<file path="src/rtl/rf_sequencer.sv">
// rf_sequencer: runs a small stored program against the two-entry register file,
// computing ADD results locally. Optional build macro: RF_SEQ_CHECK_EN (readback compare, mismatch output).
module rf_sequencer #(
    parameter int unsigned DATASIZE   = 8,
    parameter int unsigned PROG_DEPTH = 16,
    parameter int unsigned ADDR_W     = 4
) (
    input  logic                clk,
    input  logic                rst,
    input  logic                start,
    input  logic                prog_we,
    input  logic [ADDR_W-1:0]   prog_addr,
    input  logic [7:0]          prog_data,
    output logic                rf_main_enable,
    output logic [7:0]          rf_instr,
    output logic [7:0]          rf_data_in,
    input  logic [DATASIZE-1:0] rf_out_A,
    input  logic [DATASIZE-1:0] rf_out_B,
    output logic                busy,
    output logic                done,
    output logic [ADDR_W-1:0]   pc
`ifdef RF_SEQ_CHECK_EN
    ,
    output logic                mismatch
`endif
);

    localparam logic [2:0]        OP_ADD   = 3'b000;
    localparam logic [2:0]        OP_SAVE  = 3'b110;
    localparam logic [2:0]        OP_HALT  = 3'b111;
    localparam logic [ADDR_W-1:0] LAST_PC  = ADDR_W'(PROG_DEPTH - 1);

    typedef enum logic [2:0] {
        S_IDLE,
        S_FETCH,
        S_DECODE,
        S_ISSUE,
        S_GAP,
        S_DONE
    } state_t;

    state_t            state_q, state_d;
    logic [ADDR_W-1:0] pc_q, pc_d;
    logic [7:0]        ir_q, ir_d;
    logic [7:0]        instr_q, instr_d;
    logic [7:0]        data_q, data_d;
    logic [1:0][3:0]   shadow_q, shadow_d;
    logic [7:0]        mem_q [PROG_DEPTH];

    logic              idle_or_done;
    logic              launch;
    logic [2:0]        opcode;
    logic [3:0]        sum;

    assign idle_or_done = (state_q == S_IDLE) || (state_q == S_DONE);
    assign launch       = idle_or_done && start;
    assign opcode       = ir_q[7:5];
    assign sum          = shadow_q[ir_q[4]] + shadow_q[ir_q[3]];

    always_comb begin
        state_d  = state_q;
        pc_d     = pc_q;
        ir_d     = ir_q;
        instr_d  = instr_q;
        data_d   = data_q;
        shadow_d = shadow_q;
        case (state_q)
            S_IDLE, S_DONE: begin
                if (start) begin
                    state_d = S_FETCH;
                    pc_d    = '0;
                end
            end
            S_FETCH: begin
                ir_d    = mem_q[pc_q];
                state_d = S_DECODE;
            end
            S_DECODE: begin
                case (opcode)
                    OP_HALT: state_d = S_DONE;
                    OP_ADD: begin
                        instr_d            = ir_q;
                        data_d             = {4'b0000, sum};
                        shadow_d[ir_q[2]]  = sum;
                        state_d            = S_ISSUE;
                    end
                    OP_SAVE: begin
                        instr_d            = ir_q;
                        data_d             = {3'b000, ir_q[4:0]};
                        shadow_d[ir_q[4]]  = ir_q[3:0];
                        state_d            = S_ISSUE;
                    end
                    // Remaining opcodes would clear the register file, so they are skipped.
                    default: state_d = S_GAP;
                endcase
            end
            S_ISSUE: state_d = S_GAP;
            S_GAP: begin
                if (pc_q == LAST_PC) begin
                    state_d = S_DONE;
                end else begin
                    pc_d    = pc_q + ADDR_W'(1);
                    state_d = S_FETCH;
                end
            end
            default: state_d = S_IDLE;
        endcase
    end

    always_ff @(posedge clk) begin
        if (rst) begin
            state_q  <= S_IDLE;
            pc_q     <= '0;
            ir_q     <= '0;
            instr_q  <= '0;
            data_q   <= '0;
            shadow_q <= '0;
        end else begin
            state_q  <= state_d;
            pc_q     <= pc_d;
            ir_q     <= ir_d;
            instr_q  <= instr_d;
            data_q   <= data_d;
            shadow_q <= shadow_d;
        end
    end

    // Program memory survives reset; writes are accepted only while not executing.
    always_ff @(posedge clk) begin
        if (prog_we && idle_or_done) begin
            mem_q[prog_addr] <= prog_data;
        end
    end

    assign rf_main_enable = (state_q == S_ISSUE);
    assign rf_instr       = instr_q;
    assign rf_data_in     = data_q;
    assign busy           = (state_q == S_FETCH) || (state_q == S_DECODE) ||
                            (state_q == S_ISSUE) || (state_q == S_GAP);
    assign done           = (state_q == S_DONE);
    assign pc             = pc_q;

`ifdef RF_SEQ_CHECK_EN
    logic       was_add_q, was_add_d;
    logic [3:0] exp_a_q, exp_a_d;
    logic [3:0] exp_b_q, exp_b_d;
    logic       mismatch_q, mismatch_d;

    // Expected readback is captured from the pre-update shadows while decoding.
    always_comb begin
        was_add_d  = was_add_q;
        exp_a_d    = exp_a_q;
        exp_b_d    = exp_b_q;
        mismatch_d = mismatch_q;
        if (launch) begin
            mismatch_d = 1'b0;
        end
        if (state_q == S_DECODE) begin
            was_add_d = (opcode == OP_ADD);
            if (ir_q[4] == ir_q[3]) begin
                exp_a_d = shadow_q[0];
                exp_b_d = shadow_q[1];
            end else begin
                exp_a_d = shadow_q[ir_q[4]];
                exp_b_d = shadow_q[ir_q[3]];
            end
        end
        if ((state_q == S_GAP) && was_add_q) begin
            if ((rf_out_A != DATASIZE'(exp_a_q)) || (rf_out_B != DATASIZE'(exp_b_q))) begin
                mismatch_d = 1'b1;
            end
        end
    end

    always_ff @(posedge clk) begin
        if (rst) begin
            was_add_q  <= 1'b0;
            exp_a_q    <= '0;
            exp_b_q    <= '0;
            mismatch_q <= 1'b0;
        end else begin
            was_add_q  <= was_add_d;
            exp_a_q    <= exp_a_d;
            exp_b_q    <= exp_b_d;
            mismatch_q <= mismatch_d;
        end
    end

    assign mismatch = mismatch_q;
`else
    logic unused_rf_out;
    assign unused_rf_out = ^{rf_out_A, rf_out_B, launch};
`endif

endmodule

</file>
<file path="config.mk">
export PLATFORM = sky130hd
export DESIGN_NAME = rf_sequencer
export DESIGN_NICKNAME = d
export VERILOG_FILES = /design/src/rtl/rf_sequencer.sv
export SDC_FILE = /design/constraint.sdc
export NUM_CORES = 1
export LEC_CHECK = 0
export ABC_AREA = 1
export CAP_MARGIN = 20
export CORE_MARGIN = 2
export CORE_UTILIZATION = 50
export CTS_BUF_LIST = sky130_fd_sc_hd__clkbuf_8
export CTS_CLUSTER_SIZE = 40
export DETAILED_ROUTE_END_ITERATION = 8
export PLACE_DENSITY = 0.67
export SETUP_SLACK_MARGIN = 0.02
export SYNTH_ARGS = -nofsm -noshare
export SYNTH_HDL_FRONTEND = slang
export SYNTH_SLANG_ARGS = --single-unit
</file>
<file path="constraint.sdc">
create_clock -name clk -period 2.4 [get_ports clk]
set_input_delay 0.24 -clock clk [delete_from_list [all_inputs] [get_ports clk]]
set_output_delay 0.24 -clock clk [all_outputs]
set_load 0.05 [all_outputs]
</file>
==> results.md <==
* Status: completed
* Die W at 125 um
* EDFF count, synth at 128
* DRT antenna net count at 0
* Max-Cap Viols at 0
* Async SR Flop Fraction at 0%
* Mapped Cells at 797
* Hold path start: rf_instr[5]
* Worst Tran Pin Value at 0.714 ns
* Cell variety after synth at 33
* Pin count of the biggest net entering global routing at 69
* FF-to-FF setup slack at 0.34 ns
* GR Util All Layers at 20.9%
* Clock sink count at 164
* Layout Utilization at 57.9%
* Layout fillers at 1261
* Post-Route Skew at 0.0146 ns
* Final Max Slew Viols at 0
* Post-cts resize count at 0
* CP Class: reg -> out
* Fraction of layout cells with a size suffix above 1 at 8.73%
* Commonest cells post-synth: nand2_1 (261), edfxtp_1 (128), nand3_1 (103)
* Htree depth at 4
* Global route overflow at 0
* GPL Wtd Cong at 0.849
* Lkg Pwr at 3.50 nW
* Mapped Area at 0.00733 sq mm
* Setup TNS at 0 ns
* Slew headroom at 52.2%
* Most frequent cell after synthesis: nand2_1
* FF+latch area at 0.00457 sq mm
* DR WL/cell at 15.0 um
* Worst r2r src: ir_q[4]
* Post-synth top flop: edfxtp_1
* Detailed Route WL at 15600 um
* CTS clk-pin slew, worst paths at 0.08 ns
* # DRC at 0
* Die H at 125 um
* Setup slack after layout at 0.179 ns
* Area occupied by multi-input gates at 0.00217 sq mm
* Cell Pwr Density at 828 mW/mm^2
* CTS tree: built
* DR iter-0 viols at 441
* CP Max Fanout at 68
* Drt via density at 5.10
* Area grow syn2layout at 13.8%
* Top post-synthesis cells by area: edfxtp_1 (52%), nand2_1 (13%), dfxtp_1 (9.8%)
* Post-CTS Setup Inserts at 0
* Starting Density at 50.9%
* Seq/Total Area, Yosys at 62.2%
* FP Rows at 44
* Crit start category: flop
* Root Buffer: clkbuf_8
* CP startpoint: pc[0]
* Ant. Diodes at 0
* First-pass GRT wire length at 25400 um
* Unrepaired setup endpoints after global routing: no
* Number of global-route vias before repair at 5032
* Pre-CTS setup slack at 0.376 ns
* Worst skew pair latency at 0.46 ns
* Yosys reg bits at 164
* HPWL after DPL at 10000 um
* Fin. Hold Viols at 0
* Hold_buf cts at 0
* Max frequency at 450 MHz
* Final nets at 883
* Die area at 0.0157 sq mm
* CTS Buf Count at 17
* Yosys warns at 0
* Peak VDD IR at 374 uV
* Crit path DAT at 1.98 ns
* Crit. End Element: output pin
* Worst-case clock buffer depth at 2
* Initial antenna violation count at 0
* Top cell type's share of synthesized area at 52.4%
* Core area at 0.0144 sq mm
* Average cell area after synthesis at 9.20 sq um
* Required time worst endpoint at 2.16 ns
* Final setup violating endpoints at 0
* Area leader, netlist: edfxtp_1
* IO buf count at 35
* Worst hold-check path type: reg -> reg
* Ports at 55
* Drt pass-1 iters at 5
* Min cycle time layout at 2.22 ns
* DR vias at 5318
* Period utilization at 92.5%
* Tot Pwr at 6.91 mW
-- cells in the final DEF (no fill, tap or decap), types with 2 or more instances in the layout --
cell             Yosys  final
o21ai_0             22     22
nor3_1               3      3
nand2_1            261    261
conb_1               1      3
a21oi_1             33     33
xor2_1               2      2
buf_12               0      2
nand4_1              2      2
clkbuf_8             0     18
dfxtp_1             36     35
nor2_2               3      3
nand3_1            103    103
o21a_1               2      2
clkdlybuf4s50_1      0     34
ha_1                 4      4
inv_4                1      6
inv_1              101    102
inv_2                5      5
a31oi_1              2      2
bufinv_16            0      2
o22ai_1              3      3
clkinv_2             0      4
edfxtp_1           128    128
nor2_1              39     39
nand2_2              2      2
clkinv_1             2      2
buf_4                9     26
-- state kept, by name (all words and copies together) (netlist names) --
| signal | flops |
|---|---|
| rf_data_in | 5 |
| ir_q | 8 |
| pc | 4 |
| rf_instr | 8 |
| shadow_q | 8 |
| mem_q | 128 |
| state_q | 3 |
-- kinds of logic after synthesis --
logic type,Yosys count,synth area share (%)
AOI/OAI and AO/OA,65,4.69
xor gates and xnor gates,2,0.239
adders and majority gates,5,0.955
buffers and inverters,144,8.32
DFF,164,62.2
other,1,0.0511
and+or+nand+nor,416,23.5
-- critical path: stages, from the launching register on --
cell             delay, ns
dfxtp_2               0.36
buf_12                0.29
clkdlybuf4s50_1       0.87
-- power by group --
| group | total (mW) | internal (mW) | switching (mW) |
|---|---|---|---|
| registers | 3.30 | 3.20 | 0.102 |
| clock network | 1.93 | 0.944 | 0.988 |
| logic | 1.67 | 0.523 | 1.15 |
-- metrics by stage --
| stage | instances | instance area (sq um) | hold slack (ns) |
|---|---|---|---|
| detailed placement | 1010 | 7950 | 0.439 |
| CTS | 1042 | 8330 | 0.450 |
| floorplan | 799 | 7340 | 0.339 |
| finish | 1043 | 8340 | 0.447 |
| global route | 1043 | 8340 | 0.470 |
| global placement | 1010 | 7950 | 0.432 |
-- worst paths after layout --
kind / cells past startpoint / end
worst max register to register: 11 / shadow_q[2]
worst min register to register: 2 / rf_instr[5]
worst max-delay path: 2 / pc[0]
worst min-delay path: 2 / rf_instr[5]
-- area by class of cell --
cell class	count	area share (%)
inverters	109	4.93
clock buffers	18	2.97
well taps	184	2.76
flip-flops and latches	164	54.7
clock inverters	14	1.57
repair buffers	63	7.08
multi-input cells	491	26.0
-- metal layers --
metal	GRT usage [%]	vias to the layer above	part of all wire (%)
met4	7.78	0	1.6
met3	3.85	19	6.1
met2	34.1	171	48
li1	-	2684	-
met1	28.1	2444	44
met5	0	-	0
(Power assumes the default switching activity.)
==> edit 1: new RTL, config.mk and constraints unchanged <==
The option `RF_SEQ_CHECK_EN` is turned on by a define.
--- a/src/rtl/rf_sequencer.sv
+++ b/src/rtl/rf_sequencer.sv
@@ -2,2 +2,4 @@
 // computing ADD results locally. Optional build macro: RF_SEQ_CHECK_EN (readback compare, mismatch output).
+`define RF_SEQ_CHECK_EN
+
 module rf_sequencer #(
Function (old outputs only; new: mismatch): kept (equiv_simple and equiv_induct, registers matched by name and starting in step).
==> edit 1 against the unedited design <==
Sequential cell count up 10. Highest routed layer unchanged. Synthesized cell count up 11%. Critical path type unchanged. Design area up 11%. Area after synthesis up 8.9%. Register-to-register slack worse by 40 ps. Power up 11%. Maximum frequency down 0.43%. Wire length up 19%. Setup slack worse by 9.6 ps.
==> edit 1: results (changes against the unedited design) <==
sequential-to-total area share from yosys stat 0.5967 (-0.02564); crit path max fanout 71 (+4.4%); clock skew 12.36 ps (-2.275 ps); post-place instance area 8823 um2 (+11%); top cells by count, synth 253 x nand2_1, 128 x edfxtp_1, 118 x inv_1; Rel. slew slack 0.5856 (+0.06315); Synth Instances 881 (+11%); Net Sw Power 2.583 mW (+15%); number of CTS-inserted buffers 17 (unchanged); top cells by area, synth edfxtp_1 48%, nand2_1 12%, dfxtp_1 12%; share of cells above drive strength 1 0.09583 (+0.008523); vias in the first global route 5558 (+10%); via/cell ratio 5.129 (+0.60%); Worst VDD drop 415.1 uV (+11%); Clock Latency Late Sink 480 ps (+20 ps); worst-case reg-to-reg path depth 9 (-2); Placer Congestion 0.8695 (+2.5%); Largest Register mem_q; Clock Root Buffer clkbuf_8; Net count, final 986 (+12%); status completed; I/O Buffers 52 (+49%); r2r setup slk 300 ps (-40 ps); Yosys warnings 0 (unchanged); DR iter-0 viols 568 (+29%); DP Wirelength 12610 um (+26%); EDFF count, synth 128 (unchanged); Static Leak 3.800 nW (+8.7%); largest net degree at the start of global routing 72 (+4.3%); synth unique cells 40 (+21%); Placed Cells 1144 (+13%); CTS Buffer Depth 2 (unchanged); global-route usage over all layers 0.2258 (+0.01694); final WL 18530 um (+19%); Critical path origin pc[0]; first-pass GRT wire length 28400 um (+12%)
-- edit 1: changes by cell type in the layout (fill, tap and decap cells not counted), sizes merged, moves of 3 or more --
cell | before | now
a211oi | 0 | 4
a21oi | 34 | 44
a221oi | 0 | 5
buf | 29 | 32
clkdlybuf4s50 | 34 | 48
dfxtp | 36 | 46
inv | 114 | 132
nand2 | 263 | 256
nand3 | 104 | 108
nor2 | 42 | 63
o211ai | 0 | 4
o21ai | 24 | 35
-- edit 1: routing by layer --
| metal | global-route usage | share of wire |
|---|---|---|
| met1 | 0.2974 | 0.44 |
| met2 | 0.3609 | 0.47 |
| met3 | 0.04479 | 0.065 |
| met4 | 0.1120 | 0.030 |
| met5 | 0 | 0 |
-- edit 1: power by group through the flow --
stage | clock, mW | combinational, mW | sequential [mW]
5_1_grt | 2.26 | 2.19 | 3.57
4_1_cts | 2.16 | 1.97 | 3.54
6_report | 2.13 | 1.97 | 3.54
3_3_place_gp | 0 | 1.96 | 3.61
3_5_place_dp | 0 | 1.97 | 3.61
2_1_floorplan | 0 | 1.35 | 3.67
-- edit 1: worst min-delay path by stage --
stage / slack [ps] / to / cells after the start / start
2_1_floorplan: 340 / mem_q[0][0] / 0 / prog_data[0]
3_3_place_gp: 440 / rf_instr[5] / 2 / rf_instr[5]
3_5_place_dp: 440 / rf_instr[5] / 2 / rf_instr[5]
4_1_cts: 460 / rf_instr[5] / 2 / rf_instr[5]
5_1_grt: 490 / rf_instr[5] / 2 / rf_instr[5]
6_report: 450 / rf_instr[5] / 2 / rf_instr[5]
-- edit 1: worst max-delay path, stage by stage (launching register included) --
cell and delay (ps):
dfxtp_2 360, buf_12 280, clkdlybuf4s50_1 870
-- edit 1: metrics by stage --
stage	hold WS, ps	worst slack [ps]
floorplan	338.9	463.4
global placement	439.4	401.6
detailed placement	444.1	365.8
CTS	457.2	58.21
global route	488.4	86.07
finish	452.3	169.9
-- edit 1: timing repair --
| action | CTS | global route |
|---|---|---|
| gates resized for setup | 2 | 1 |
| buffers inserted | 0 | 0 |
| gates cloned | 0 | 0 |
| setup endpoints to repair | 2 | 1 |
-- edit 1: logic make-up after synthesis --
logic type / synth area share
buf+inv: 0.08837
other cells: 0.0004696
fa+ha+maj: 0.01191
compound gates: 0.06926
xor+xnor: 0.002194
flops: 0.5967
simple gates: 0.2311
-- edit 1: final cells by class --
type	count	area, um2
fill	1421	6526
tap	216	270.3
inverter	129	489.2
clock inverter	15	186.4
timing repair buffer	83	775.7
multi-input combinational	542	2522
sequential	174	4766
clock buffer	17	234.0
==> edit 2: new RTL, same flow settings <==
Without the edit above. The 6 states of `state_t` get a Gray code encoding in 3 bits.
--- a/src/rtl/rf_sequencer.sv
+++ b/src/rtl/rf_sequencer.sv
@@ -33,8 +33,8 @@
     typedef enum logic [2:0] {
-        S_IDLE,
-        S_FETCH,
-        S_DECODE,
-        S_ISSUE,
-        S_GAP,
-        S_DONE
+        S_IDLE   = 3'b000,
+        S_FETCH  = 3'b001,
+        S_DECODE = 3'b011,
+        S_ISSUE  = 3'b010,
+        S_GAP    = 3'b110,
+        S_DONE   = 3'b111
     } state_t;
Formal check against the unedited RTL: same outputs for any inputs over 10 cycles, from zero or initial values and one cycle with rst high; not proved beyond that.
==> edit 2 against the unedited design <==
Combinational power grew 49%. Setup slack worse by 40 ps. Area after synthesis up 0.89%. Design area rose by 1.3%. First-iteration DRC count up 21%. Clock power rose by 19%. Power grew 18%. Sequential power is 2% higher. Die area rose by 0.86%. Wire length is 6.9% higher. Synthesized cell count increased by 1.1%. Sequential cell count did not move. Clock skew hardly changed.
==> edit 2: results (changes against the unedited design) <==
status completed; clock skew 14.55 ps (-0.08280 ps); Critical path origin state_q[2]; Fill cells 1233 (-2.2%); top cells by area, synth edfxtp_1 52%, nand2_1 13%, dfxtp_1 9.7%; top cells by count, synth 263 x nand2_1, 128 x edfxtp_1, 107 x nand3_1; vias post-DR 5471 (+2.9%); total iterations of the first detailed-routing run 5 (unchanged); worst r2r src ir_q[3]; Worst Path Arrival 2020 ps (+40 ps); Worst VDD drop 482.5 uV (+29%); DP Wirelength 10750 um (+7.1%); share of cells above drive strength 1 0.09469 (+0.007377); sequential-to-total area share from yosys stat 0.6168 (-0.005472); Net count, final 890 (+0.79%); routing usage on met2 0.3469 (+0.006107); CP delay by family, top buffers and inverters; r2r setup slk 360 ps (+20 ps); Net Sw Power 2.924 mW (+31%); largest net degree at the start of global routing 35 (-49%); DR WL/cell 15.88 um (+6.2%); global-route usage over all layers 0.2158 (+0.007003); GR Layer Usage met3 0.04843 (+0.009917); final WL 16670 um (+6.9%); Rel. slew slack 0.5092 (-0.01331); Static Leak 3.561 nW (+1.8%); met1 Use GR 0.2939 (+0.01269); n_diodes 0 (unchanged); DR iter-0 viols 534 (+21%); pre-CTS setup slack 420.0 ps (+43.53 ps); crit path max fanout 5 (-93%); hold path start rf_instr[5]; Placer Congestion 0.8675 (+2.2%); synth unique cells 35 (+6.1%); crit-path max cell delay 800 ps (-70 ps); Clock Latency Late Sink 450 ps; Placed Cells 1018 (+0.79%); first-pass GRT wire length 26440 um (+3.9%)
-- edit 2: cell count changes in the layout (fill, tap and decap cells not counted), sizes merged, moves of 2 or more --
cell,unedited run,this run
o21ai,24,26
clkinv,6,9
nand3,104,109
nor2,42,44
bufinv,2,5
inv,114,112
a21oi,34,29
nand2,263,266
-- edit 2: logic make-up (layout without fill, tap and decap cells) --
group | Yosys count | after routing | share of synthesized area
XOR/XNOR | 2 | 2 | 0.002368
adder cells (fa/ha/maj) | 5 | 5 | 0.009469
flip-flops | 164 | 164 | 0.6168
AND/OR/NAND/NOR | 426 | 426 | 0.2426
buffers and inverters | 148 | 206 | 0.08404
other | 1 | 3 | 0.0005068
AO/OA/AOI/OAI | 60 | 60 | 0.04413
-- edit 2: area by class of cell --
class	count	area, um2	area share
Multi-Input combinational cell	496	2221	0.2626
Tap cell	184	230.2	0.02722
Clock buffer	17	234.0	0.02767
Sequential cell	164	4566	0.5399
Clock inverter	15	226.5	0.02678
Inverter	112	426.7	0.05045
Timing Repair Buffer	62	553.0	0.06539
-- edit 2: repair_timing --
action	CTS	global route
endpoints found under the setup margin	0	1
resized for setup	0	1
buffers inserted	0	0
-- edit 2: how the worst max path moves through the flow --
stage                          end  slack (ps)
floorplan              shadow_q[2]         450
global placement       shadow_q[2]         460
detailed placement     shadow_q[2]         420
CTS                 rf_main_enable         110
global route                  busy          60
finish                        busy         140
-- edit 2: per-stage QoR --
stage / area (um2) / hold WS [ps]
floorplan: 7407 / 338.9
global placement: 7994 / 430.9
detailed placement: 7994 / 441.7
CTS: 8454 / 454.8
global route: 8457 / 474.3
finish: 8457 / 453.7
-- edit 2: per-layer routing --
metal	vias to the layer above	part of all wire
met4	0	0.018
li1	2696	-
met3	18	0.065
met5	-	0
met1	2552	0.44
met2	205	0.47
-- edit 2: power groups by stage --
stage	Sequential, mW	Combinational, mW	Clock (mW)
floorplan	3.49	1.73	0
global placement	3.42	2.41	0
detailed placement	3.43	2.47	0
CTS	3.36	2.48	2.34
global route	3.39	2.76	2.45
finish	3.36	2.49	2.30
-- edit 2: tightest hold or removal path, delay by kind of cell, from the launching register on --
family	cells	cell delay (ps)
and+or+nand+nor	2	100
DFF	1	320
